<file path="config.mk">
export PLATFORM = sky130hd
export DESIGN_NAME = vga_timing_gen
export DESIGN_NICKNAME = d
export VERILOG_FILES = /design/src/rtl/vga_timing_gen.sv
export SDC_FILE = /design/constraint.sdc
export NUM_CORES = 1
export LEC_CHECK = 0
export ABC_AREA = 1
export ABC_CLOCK_PERIOD_IN_PS = 2600
export BUFFER_PORTS_ARGS = -buffer_cell sky130_fd_sc_hd__buf_2
export CAP_MARGIN = 25
export CORE_AREA = 2 2 73 75
export CTS_BUF_LIST = sky130_fd_sc_hd__clkbuf_8
export CTS_CLUSTER_SIZE = 28
export DETAILED_ROUTE_END_ITERATION = 7
export DIE_AREA = 0 0 75 77
export PLACE_DENSITY_LB_ADDON = 0.1
export SLEW_MARGIN = 10
export SYNTH_ARGS = -nofsm -noshare
export SYNTH_HDL_FRONTEND = slang
export SYNTH_SLANG_ARGS = --single-unit
</file>
<file path="constraint.sdc">
create_clock -name clk60MHz_i -period 2.6 [get_ports clk60MHz_i]
set_clock_uncertainty 0.1 [all_clocks]
set_input_delay 0.13 -clock clk60MHz_i [delete_from_list [all_inputs] [get_ports clk60MHz_i]]
set_output_delay 0.13 -clock clk60MHz_i [all_outputs]
set_load 0.005 [all_outputs]
</file>
<file path="src/rtl/vga_timing_gen.sv">
// VGA raster timing generator: pixel/line counters with registered sync, blanking and event
// pulses, gated by a pixel clock enable and a run/stop state machine that finishes whole frames.
module vga_timing_gen #(
    parameter int unsigned H_ACTIVE  = 800,
    parameter int unsigned H_FP      = 40,
    parameter int unsigned H_SYNC    = 128,
    parameter int unsigned H_BP      = 88,
    parameter int unsigned V_ACTIVE  = 600,
    parameter int unsigned V_FP      = 1,
    parameter int unsigned V_SYNC    = 4,
    parameter int unsigned V_BP      = 23,
    parameter bit          HSYNC_POL = 1'b1,
    parameter bit          VSYNC_POL = 1'b1,
    parameter int unsigned CNT_W     = 11
) (
    input  logic             clk60MHz_i,
    input  logic             rst_n,
    input  logic             pix_ce_i,
    input  logic             run_i,
    input  logic             restart_i,
    input  logic [CNT_W-1:0] irq_line_i,
    output logic [CNT_W-1:0] hcount_o,
    output logic [CNT_W-1:0] vcount_o,
    output logic             hsync_o,
    output logic             vsync_o,
    output logic             hblnk_o,
    output logic             vblnk_o,
    output logic             de_o,
    output logic             frame_start_o,
    output logic             line_start_o,
    output logic             line_match_o,
    output logic             running_o
);
    localparam int unsigned     H_TOTAL   = H_ACTIVE + H_FP + H_SYNC + H_BP;
    localparam int unsigned     V_TOTAL   = V_ACTIVE + V_FP + V_SYNC + V_BP;
    localparam longint unsigned CNT_RANGE = 64'd1 << CNT_W;

    if (H_ACTIVE == 0 || H_FP == 0 || H_SYNC == 0 || H_BP == 0 ||
        V_ACTIVE == 0 || V_FP == 0 || V_SYNC == 0 || V_BP == 0 ||
        64'(H_TOTAL) > CNT_RANGE || 64'(V_TOTAL) > CNT_RANGE) begin : g_param_check
        $error("vga_timing_gen: timing parameters must be >= 1 and totals must fit in CNT_W");
    end

    localparam logic [CNT_W-1:0] H_LAST  = CNT_W'(H_TOTAL - 1);
    localparam logic [CNT_W-1:0] V_LAST  = CNT_W'(V_TOTAL - 1);
    localparam logic [CNT_W-1:0] H_BLANK = CNT_W'(H_ACTIVE);
    localparam logic [CNT_W-1:0] V_BLANK = CNT_W'(V_ACTIVE);
    localparam logic [CNT_W-1:0] HS_BEG  = CNT_W'(H_ACTIVE + H_FP);
    localparam logic [CNT_W-1:0] HS_END  = CNT_W'(H_ACTIVE + H_FP + H_SYNC);
    localparam logic [CNT_W-1:0] VS_BEG  = CNT_W'(V_ACTIVE + V_FP);
    localparam logic [CNT_W-1:0] VS_END  = CNT_W'(V_ACTIVE + V_FP + V_SYNC);

    localparam logic [1:0] StIdle = 2'd0;
    localparam logic [1:0] StRun  = 2'd1;
    localparam logic [1:0] StStop = 2'd2;

    logic [1:0]       state_q, state_d;
    logic [CNT_W-1:0] hcnt_q, hcnt_d, vcnt_q, vcnt_d;
    logic [CNT_W-1:0] h_adv, v_adv;
    logic             hsync_q, hsync_d, vsync_q, vsync_d;
    logic             hblnk_q, hblnk_d, vblnk_q, vblnk_d, de_q, de_d;
    logic             fs_q, fs_d, ls_q, ls_d, lm_q, lm_d, running_q, running_d;
    logic             pulse_en, at_last;

    always_comb begin
        h_adv = hcnt_q + CNT_W'(1);
        v_adv = vcnt_q;
        if (hcnt_q == H_LAST) begin
            h_adv = '0;
            v_adv = (vcnt_q == V_LAST) ? '0 : vcnt_q + CNT_W'(1);
        end
    end

    assign at_last = (hcnt_q == H_LAST) && (vcnt_q == V_LAST);

    // pulse_en marks a cycle in which the displayed position is freshly entered.
    always_comb begin
        state_d  = state_q;
        hcnt_d   = hcnt_q;
        vcnt_d   = vcnt_q;
        pulse_en = 1'b0;
        if (restart_i) begin
            hcnt_d   = '0;
            vcnt_d   = '0;
            pulse_en = (state_q != StIdle);
        end else if (pix_ce_i) begin
            case (state_q)
                StIdle: begin
                    if (run_i) begin
                        state_d  = StRun;
                        pulse_en = 1'b1;
                    end
                end
                StRun: begin
                    if (!run_i) state_d = StStop;
                    hcnt_d   = h_adv;
                    vcnt_d   = v_adv;
                    pulse_en = 1'b1;
                end
                StStop: begin
                    if (run_i) state_d = StRun;
                    else if (at_last) state_d = StIdle;
                    hcnt_d   = h_adv;
                    vcnt_d   = v_adv;
                    pulse_en = 1'b1;
                end
                default: begin
                    state_d = StIdle;
                    hcnt_d  = '0;
                    vcnt_d  = '0;
                end
            endcase
        end
    end

    // Outputs are decoded from the next position so they line up with the registered counters.
    always_comb begin
        running_d = (state_d != StIdle);
        hblnk_d   = 1'b1;
        vblnk_d   = 1'b1;
        hsync_d   = ~HSYNC_POL;
        vsync_d   = ~VSYNC_POL;
        if (running_d) begin
            hblnk_d = (hcnt_d >= H_BLANK);
            vblnk_d = (vcnt_d >= V_BLANK);
            hsync_d = (hcnt_d >= HS_BEG && hcnt_d < HS_END) ? HSYNC_POL : ~HSYNC_POL;
            vsync_d = (vcnt_d >= VS_BEG && vcnt_d < VS_END) ? VSYNC_POL : ~VSYNC_POL;
        end
        de_d = ~hblnk_d & ~vblnk_d;
        ls_d = pulse_en && running_d && (hcnt_d == '0);
        fs_d = ls_d && (vcnt_d == '0);
        lm_d = ls_d && (vcnt_d == irq_line_i);
    end

    always_ff @(posedge clk60MHz_i or negedge rst_n) begin
        if (!rst_n) begin
            state_q   <= StIdle;
            hcnt_q    <= '0;
            vcnt_q    <= '0;
            hsync_q   <= ~HSYNC_POL;
            vsync_q   <= ~VSYNC_POL;
            hblnk_q   <= 1'b1;
            vblnk_q   <= 1'b1;
            de_q      <= 1'b0;
            fs_q      <= 1'b0;
            ls_q      <= 1'b0;
            lm_q      <= 1'b0;
            running_q <= 1'b0;
        end else begin
            state_q   <= state_d;
            hcnt_q    <= hcnt_d;
            vcnt_q    <= vcnt_d;
            hsync_q   <= hsync_d;
            vsync_q   <= vsync_d;
            hblnk_q   <= hblnk_d;
            vblnk_q   <= vblnk_d;
            de_q      <= de_d;
            fs_q      <= fs_d;
            ls_q      <= ls_d;
            lm_q      <= lm_d;
            running_q <= running_d;
        end
    end

    assign hcount_o      = hcnt_q;
    assign vcount_o      = vcnt_q;
    assign hsync_o       = hsync_q;
    assign vsync_o       = vsync_q;
    assign hblnk_o       = hblnk_q;
    assign vblnk_o       = vblnk_q;
    assign de_o          = de_q;
    assign frame_start_o = fs_q;
    assign line_start_o  = ls_q;
    assign line_match_o  = lm_q;
    assign running_o     = running_q;

endmodule

</file>
Word level (Yosys, flattened, before mapping). Index checks and enable logic that the tools add are counted.

Input bits: 16. Register bits: 33. Word-level logic and storage cells: 67. Output and inout port bits: 31.

Equality and inequality tests: 5. Add/sub/neg operators: 2. Order comparisons: 6. Reduce and logical (&&, ||, !) cells: 13. Bitwise operators: 3. Multiplexer cells: 26.

Operator list (number): $mux 11 (7); $ge 11x10->1 const B (4); $pmux 11 s2 (2); $add 11x1->11 const B (2); $logic_not 11->1 (2); $lt 11x10->1 const B (2); $mux 2 (6); $eq 11x10->1 const B (1); $eq 11x11->1 (1); $eq 11x11->1 const B (1); $mux 1 (9); $logic_and 1x1->1 (7); $pmux 2 s3 (1); $reduce_bool 2->1 (2); $eq 2x1->1 const B (1); $eq 2x2->1 const B (1); $logic_not 2->1 (1); $not 1->1 (2); $pmux 1 s2 (1); $reduce_or 2->1 (1); $and 1x1->1 (1).

Logic depth before layout (Yosys ltp).
Depth after elaboration: 11. Mapped depth: 17. Mapped depth without buffers: 17.

Least setup slack after synthesis. Ideal clock, no wire load.

Path type: register to register. Start point: reg hcnt_q[1] (netlist: hcount_o[1]). End point: reg de_q (netlist: de_o). Data required time: 2.382 ns. Buffers on the path: 1. Period minus slack after synthesis: 2.093 ns. Library setup time: 0.118 ns. Data arrival time: 1.875 ns. Stages on the path, launching flop included: 16. Slack: 0.507 ns. Cells stage by stage: dfrtp_1 ha_1 nand2_2 nor2_8 inv_4 nor2_8 buf_8 nand3_4 o21ai_1 nand3_1 nand2_2 nand2_2 a21oi_1 nand2_1 nand3_1 nor2_1.

Longest elaborated chain between the ends: 11. Elaborated cells on any way between the ends: 24. Classes of those cells: add/sub (1); order compare (2); eq/ne (1); mux (15); bitwise (3); reduce/logical (2).

Ends and longest elaborated chain: start, declared (RTL line 58) `logic [CNT_W-1:0] hcnt_q, hcnt_d, vcnt_q, vcnt_d;`; start signal, assigned (RTL line 151) `hcnt_q <= hcnt_d;`; $eq 11x11->1 (*) (RTL line 68, 74); branches (longest 7 deep; another with $ge 11x10->1); $mux 1 (*) (RTL line 123) `if (running_d) begin`; net vblnk_d (RTL line 61) `logic hblnk_q, hblnk_d, vblnk_q, vblnk_d, de_q, de_d;`; $not 1->1 (*) (RTL line 129) `de_d = ~hblnk_d & ~vblnk_d;`; $and 1x1->1 (*) (RTL line 129); net de_d (RTL line 61); end signal, assigned (RTL line 144) `de_q <= 1'b0;`; end signal, assigned (RTL line 157) `de_q <= de_d;`; end, declared (RTL line 61).

Mark *: on every way through the listed nets, which the timed path passes.

Final worst setup path.
Start point: reg state_q[1]. End point: reg lm_q (netlist: line_match_o).

Longest elaborated chain between the ends: 9. Elaborated cells on any way between the ends: 27. Classes of those cells: eq/ne (3); mux (16); reduce/logical (8).

Ends and longest elaborated chain: start, declared (RTL line 57) `logic [1:0] state_q, state_d;`; start signal, assigned (RTL line 137) `state_q <= StIdle;`; start signal, assigned (RTL line 150) `state_q <= state_d;`; branches (longest 7 deep; another with $pmux 11 s2); $logic_and 1x1->1 (*) (RTL line 130) `ls_d = pulse_en && running_d && (hcnt_d == '0);`; net ls_d (RTL line 62) `logic fs_q, fs_d, ls_q, ls_d, lm_q, lm_d, running_q, running_d;`; $logic_and 1x1->1 (*) (RTL line 132) `lm_d = ls_d && (vcnt_d == irq_line_i);`; net lm_d (RTL line 62); end signal, assigned (RTL line 160) `lm_q <= lm_d;`; end, declared (RTL line 62).

Marks and branches as above.

==> flow_summary.html <==
<table>
<tr><th>Metric</th><th>Value</th></tr>
<tr><th colspan="2">Setup path</th></tr>
<tr><td>Type of element launching the critical path</td><td>flop</td></tr>
<tr><td>WP data arrival</td><td>2540 ps</td></tr>
<tr><td>Worst-path fanout max</td><td>6</td></tr>
<tr><td>Number of buffers and inverters on the critical path</td><td>0</td></tr>
<tr><td>Longest individual stage delay on the worst path</td><td>~420 ps</td></tr>
<tr><td>Most repeated library cell on the critical path</td><td>sky130_fd_sc_hd__nand2_1</td></tr>
<tr><td>Critical Path Slowest Stage Cell</td><td>sky130_fd_sc_hd__dfrtp_1</td></tr>
<tr><td>Type of destination of the critical path</td><td>flop</td></tr>
<tr><td>Data required time at the worst endpoint</td><td>2710 ps</td></tr>
<tr><td>Worst setup path class</td><td>flop to flop</td></tr>
<tr><td>CP Cell Sequence</td><td>ha_1 -&gt; nand2_1 -&gt; nand2_1 -&gt; a21oi_1 -&gt; nand2_1 -&gt; nand2_1 -&gt; nor2_1 -&gt; nand2_1 -&gt; nor2_1 -&gt; nand2_1 -&gt; nor2_2 -&gt; nand2_1 -&gt; nor3_2</td></tr>
<tr><td>Top cell family by delay on the critical path</td><td>simple AND/OR/NAND/NOR gates</td></tr>
<tr><th colspan="2">Global routing</th></tr>
<tr><td>Maximum number of pins on one net before global-route repair</td><td>34</td></tr>
<tr><td>Global-route total usage across every layer</td><td>0.316</td></tr>
<tr><td>First-pass GRT wire length</td><td>14000 um</td></tr>
<tr><td>Global route overflow</td><td>0</td></tr>
<tr><td>Antenna violations before repair</td><td>0</td></tr>
<tr><td>Number of global-route vias before repair</td><td>2961</td></tr>
<tr><th colspan="2">Detailed routing</th></tr>
<tr><td>Average via count per standard cell</td><td>around 5.5</td></tr>
<tr><td>M1 wire length</td><td>around 3700 um</td></tr>
<tr><td>Number of nets still failing antenna checks after routing</td><td>0</td></tr>
<tr><td>Total DRC errors in the routed layout</td><td>0</td></tr>
<tr><td>Number of design-rule violations left by the first detailed-router iteration</td><td>361</td></tr>
<tr><td>Average wire per cell in the routed design</td><td>14.5 um</td></tr>
<tr><td>Drt first pass iters</td><td>6</td></tr>
<tr><td>Met3 routed WL</td><td>823 um</td></tr>
<tr><td>Via count of the routed design</td><td>3258</td></tr>
<tr><td>Met2 routed WL</td><td>4010 um</td></tr>
<tr><td>Uppermost layer routed</td><td>met4</td></tr>
<tr><td>Final wirelength</td><td>just under 9000 um</td></tr>
<tr><th colspan="2">Placement</th></tr>
<tr><td>Minimum setup slack after placement</td><td>52.8 ps</td></tr>
<tr><td>Detail Placement HPWL</td><td>6600 um</td></tr>
<tr><td>Placed cell areas</td><td>3210 sq um</td></tr>
<tr><td>Inst Count DP</td><td>582</td></tr>
<tr><td>GP Congestion</td><td>~0.96</td></tr>
<tr><td>Count of buffers from port buffering</td><td>46</td></tr>
<tr><th colspan="2">Clock tree</th></tr>
<tr><td>CTS tree</td><td>done</td></tr>
<tr><td>Clock-pin transition on the worst setup and hold timing paths</td><td>about 80 ps</td></tr>
<tr><td>Clock latency on the worst-skew pair</td><td>290 ps</td></tr>
<tr><td>Number of levels in the clock H-tree</td><td>2</td></tr>
<tr><td>CTS root buf</td><td>sky130_fd_sc_hd__clkbuf_8</td></tr>
<tr><td>Maximum buffer depth of the clock tree</td><td>2</td></tr>
<tr><td>Num CTS Buffers</td><td>5</td></tr>
<tr><td>TritonCTS sink count</td><td>33</td></tr>
<tr><th colspan="2">Pwr</th></tr>
<tr><td>Peak ir drop on the vdd network</td><td>537 uV</td></tr>
<tr><td>Total power</td><td>2.45 mW</td></tr>
<tr><td>Static leakage</td><td>1.97 nW</td></tr>
<tr><td>PD cells</td><td>724 nW/um^2</td></tr>
<tr><th colspan="2">Yosys</th></tr>
<tr><td>Post-synth top area share</td><td>0.271</td></tr>
<tr><td>Largest area contributor in the netlist</td><td>sky130_fd_sc_hd__dfrtp_1</td></tr>
<tr><td>Number of flops mapped to enable cells by yosys</td><td>0</td></tr>
<tr><td>Post-synth cell types</td><td>38</td></tr>
<tr><td>Synthesized netlist net count</td><td>487</td></tr>
<tr><td>Synth warn</td><td>0</td></tr>
<tr><td>Area contributors post-synth</td><td>sky130_fd_sc_hd__dfrtp_1, sky130_fd_sc_hd__nand2_1, sky130_fd_sc_hd__inv_1</td></tr>
<tr><td>Average footprint of a synthesized cell</td><td>6.15 sq um</td></tr>
<tr><td>Top FF cell, synth</td><td>sky130_fd_sc_hd__dfrtp_1</td></tr>
<tr><td>Dominant cell by count in the synthesized netlist</td><td>sky130_fd_sc_hd__nand2_1</td></tr>
<tr><td>Async set-or-reset flop fraction in the synthesized netlist</td><td>1.00</td></tr>
<tr><td>Register area share after synthesis</td><td>0.289</td></tr>
<tr><td>Post-synthesis cell count</td><td>465</td></tr>
<tr><td>Number of flip-flops and latches in the synthesized netlist</td><td>33</td></tr>
<tr><td>Top cell types by occurrence after synthesis</td><td>sky130_fd_sc_hd__nand2_1, sky130_fd_sc_hd__inv_1, sky130_fd_sc_hd__nor2_1</td></tr>
<tr><td>Cell area after synthesis</td><td>~2900 sq um</td></tr>
<tr><th colspan="2">STA</th></tr>
<tr><td>Maximum operating frequency</td><td>between 400 and 500 MHz</td></tr>
<tr><td>TNS Setup</td><td>0 ps</td></tr>
<tr><td>Final hold violation count</td><td>0</td></tr>
<tr><td>Worst slew margin relative to its limit</td><td>0.499</td></tr>
<tr><td>Unrepaired setup endpoints after global routing</td><td>no</td></tr>
<tr><td>Final count of pins violating max slew</td><td>0</td></tr>
<tr><td>Actual transition at the worst max-transition pin</td><td>751 ps</td></tr>
<tr><td>Setup-violating endpoint count in the final report</td><td>0</td></tr>
<tr><td>Final critical delay including setup and external delays</td><td>2430 ps</td></tr>
<tr><td>Final worst slack</td><td>about 170 ps</td></tr>
<tr><td>Final worst hold slack</td><td>92.0 ps</td></tr>
<tr><td>Share of the clock period used by the worst path</td><td>0.936</td></tr>
<tr><th colspan="2">Floorplanning</th></tr>
<tr><td>Die area</td><td>5780 sq um</td></tr>
<tr><td>Die Y-Extent</td><td>77 um</td></tr>
<tr><td>Area of the placeable core</td><td>~5000 sq um</td></tr>
<tr><td>I/O pin cnt</td><td>47</td></tr>
<tr><td>Initial Util</td><td>0.575</td></tr>
<tr><td>Std-Cell Rows</td><td>26</td></tr>
<tr><td>Die boundary width</td><td>between 70 and 80 um</td></tr>
<tr><th colspan="2">Cells and area</th></tr>
<tr><td>Final cell area excluding filler cells</td><td>3380 sq um</td></tr>
<tr><td>Share of final-layout standard cells stronger than drive strength 1</td><td>0.196</td></tr>
<tr><td>Area grow syn2layout</td><td>18.3%</td></tr>
<tr><td>Fill cell total of the finished layout</td><td>462</td></tr>
<tr><td>Number of inserted diodes</td><td>0</td></tr>
<tr><td>Final non-filler cell total</td><td>595</td></tr>
<tr><td>Layout Utilization</td><td>0.680</td></tr>
<tr><td># nets final</td><td>546</td></tr>
<tr><th colspan="2">Run status</th></tr>
<tr><td>Outcome</td><td>finished clean</td></tr>
<tr><th colspan="2">Job</th></tr>
<tr><td>Count of max-cap constraint violations</td><td>0</td></tr>
<tr><th colspan="2">Worst hold path</th></tr>
<tr><td>Kind of path behind the tightest hold check</td><td>input pin to flop</td></tr>
</table>
per-layer routing:
layer  GRT usage  up-vias
li1            -     1589
met5           0        -
met4      0.0714        0
met3      0.0407       15
met1       0.455     1477
met2       0.501      177
power by group:
part / switching (mW) / internal [mW]
Combinational: 0.822 / 0.431
Sequential: 0.0763 / 0.606
Clock: 0.205 / 0.309
Total: 1.10 / 1.35
registers in the layout (all words and copies together), names as in the netlist:
register and count:
vsync_o 1, state_q 2, hcount_o 11, vblnk_o 1, hsync_o 1, hblnk_o 1, de_o 1, running_o 1
line_match_o 1, frame_start_o 1, vcount_o 11, line_start_o 1
layout make-up:
cell class	instances	area, sq um	area share
clock buffer	6	82.6	0.0244
inverter	78	297	0.0876
timing repair buffer	62	353	0.104
multi-input combinational	344	1700	0.503
clock inverter	2	33.8	0.00998
tap	70	87.6	0.0259
sequential	33	828	0.245
logic make-up after synthesis:
logic type | synth area share
flip-flops | 0.289
AND/OR/NAND/NOR | 0.449
adder cells (fa/ha/maj) | 0.0262
AO/OA/AOI/OAI | 0.114
buffers and inverters | 0.122
path summary, 6_finish.rpt:
path / start / end / slack (ps) / depth (start not counted)
max in group asynchronous: rst_n / hcount_o[10] / 1570 / 2
setup / recovery: state_q[1] / line_match_o / 170 / 13
min in group asynchronous: rst_n / hcount_o[9] / 340 / 2
setup reg to reg: state_q[1] / line_match_o / 170 / 13
hold / removal: irq_line_i[7] / line_match_o / 90 / 6
hold reg to reg: hcount_o[0] / hcount_o[0] / 540 / 3
worst min-delay path: stages:
cell,delay (ps)
sky130_fd_sc_hd__buf_2,80
sky130_fd_sc_hd__nand2_1,40
sky130_fd_sc_hd__nand2_1,50
sky130_fd_sc_hd__nor2_1,40
sky130_fd_sc_hd__nand2_1,60
sky130_fd_sc_hd__nor3_2,40
layout by cell type, fill, tap and decap left out, drive strengths merged:
cell type    instances
o22ai                1
a211oi               3
clkbuf               6
o211ai               3
nand3b               5
buf                 61
o21a                 1
nor3                 4
and2                 1
ha                   6
clkinv               1
dfstp                2
a22oi                1
dlygate4sd3          1
or2                  1
o31ai                1
nand4                6
dfrtp               31
nand3               55
a31oi                1
nor2                58
nand2              152
a21oi               27
a21o                 2
bufinv               1
inv                 78
o21ai               16
timing repair:
action | CTS | global route
hold buffers | 1 | 0
buffers inserted | 0 | 4
gates resized for setup | 0 | 6
hold endpoints to repair | 31 | 0
setup endpoints to repair | 0 | 8
Power figures use the tool's default switching activity.
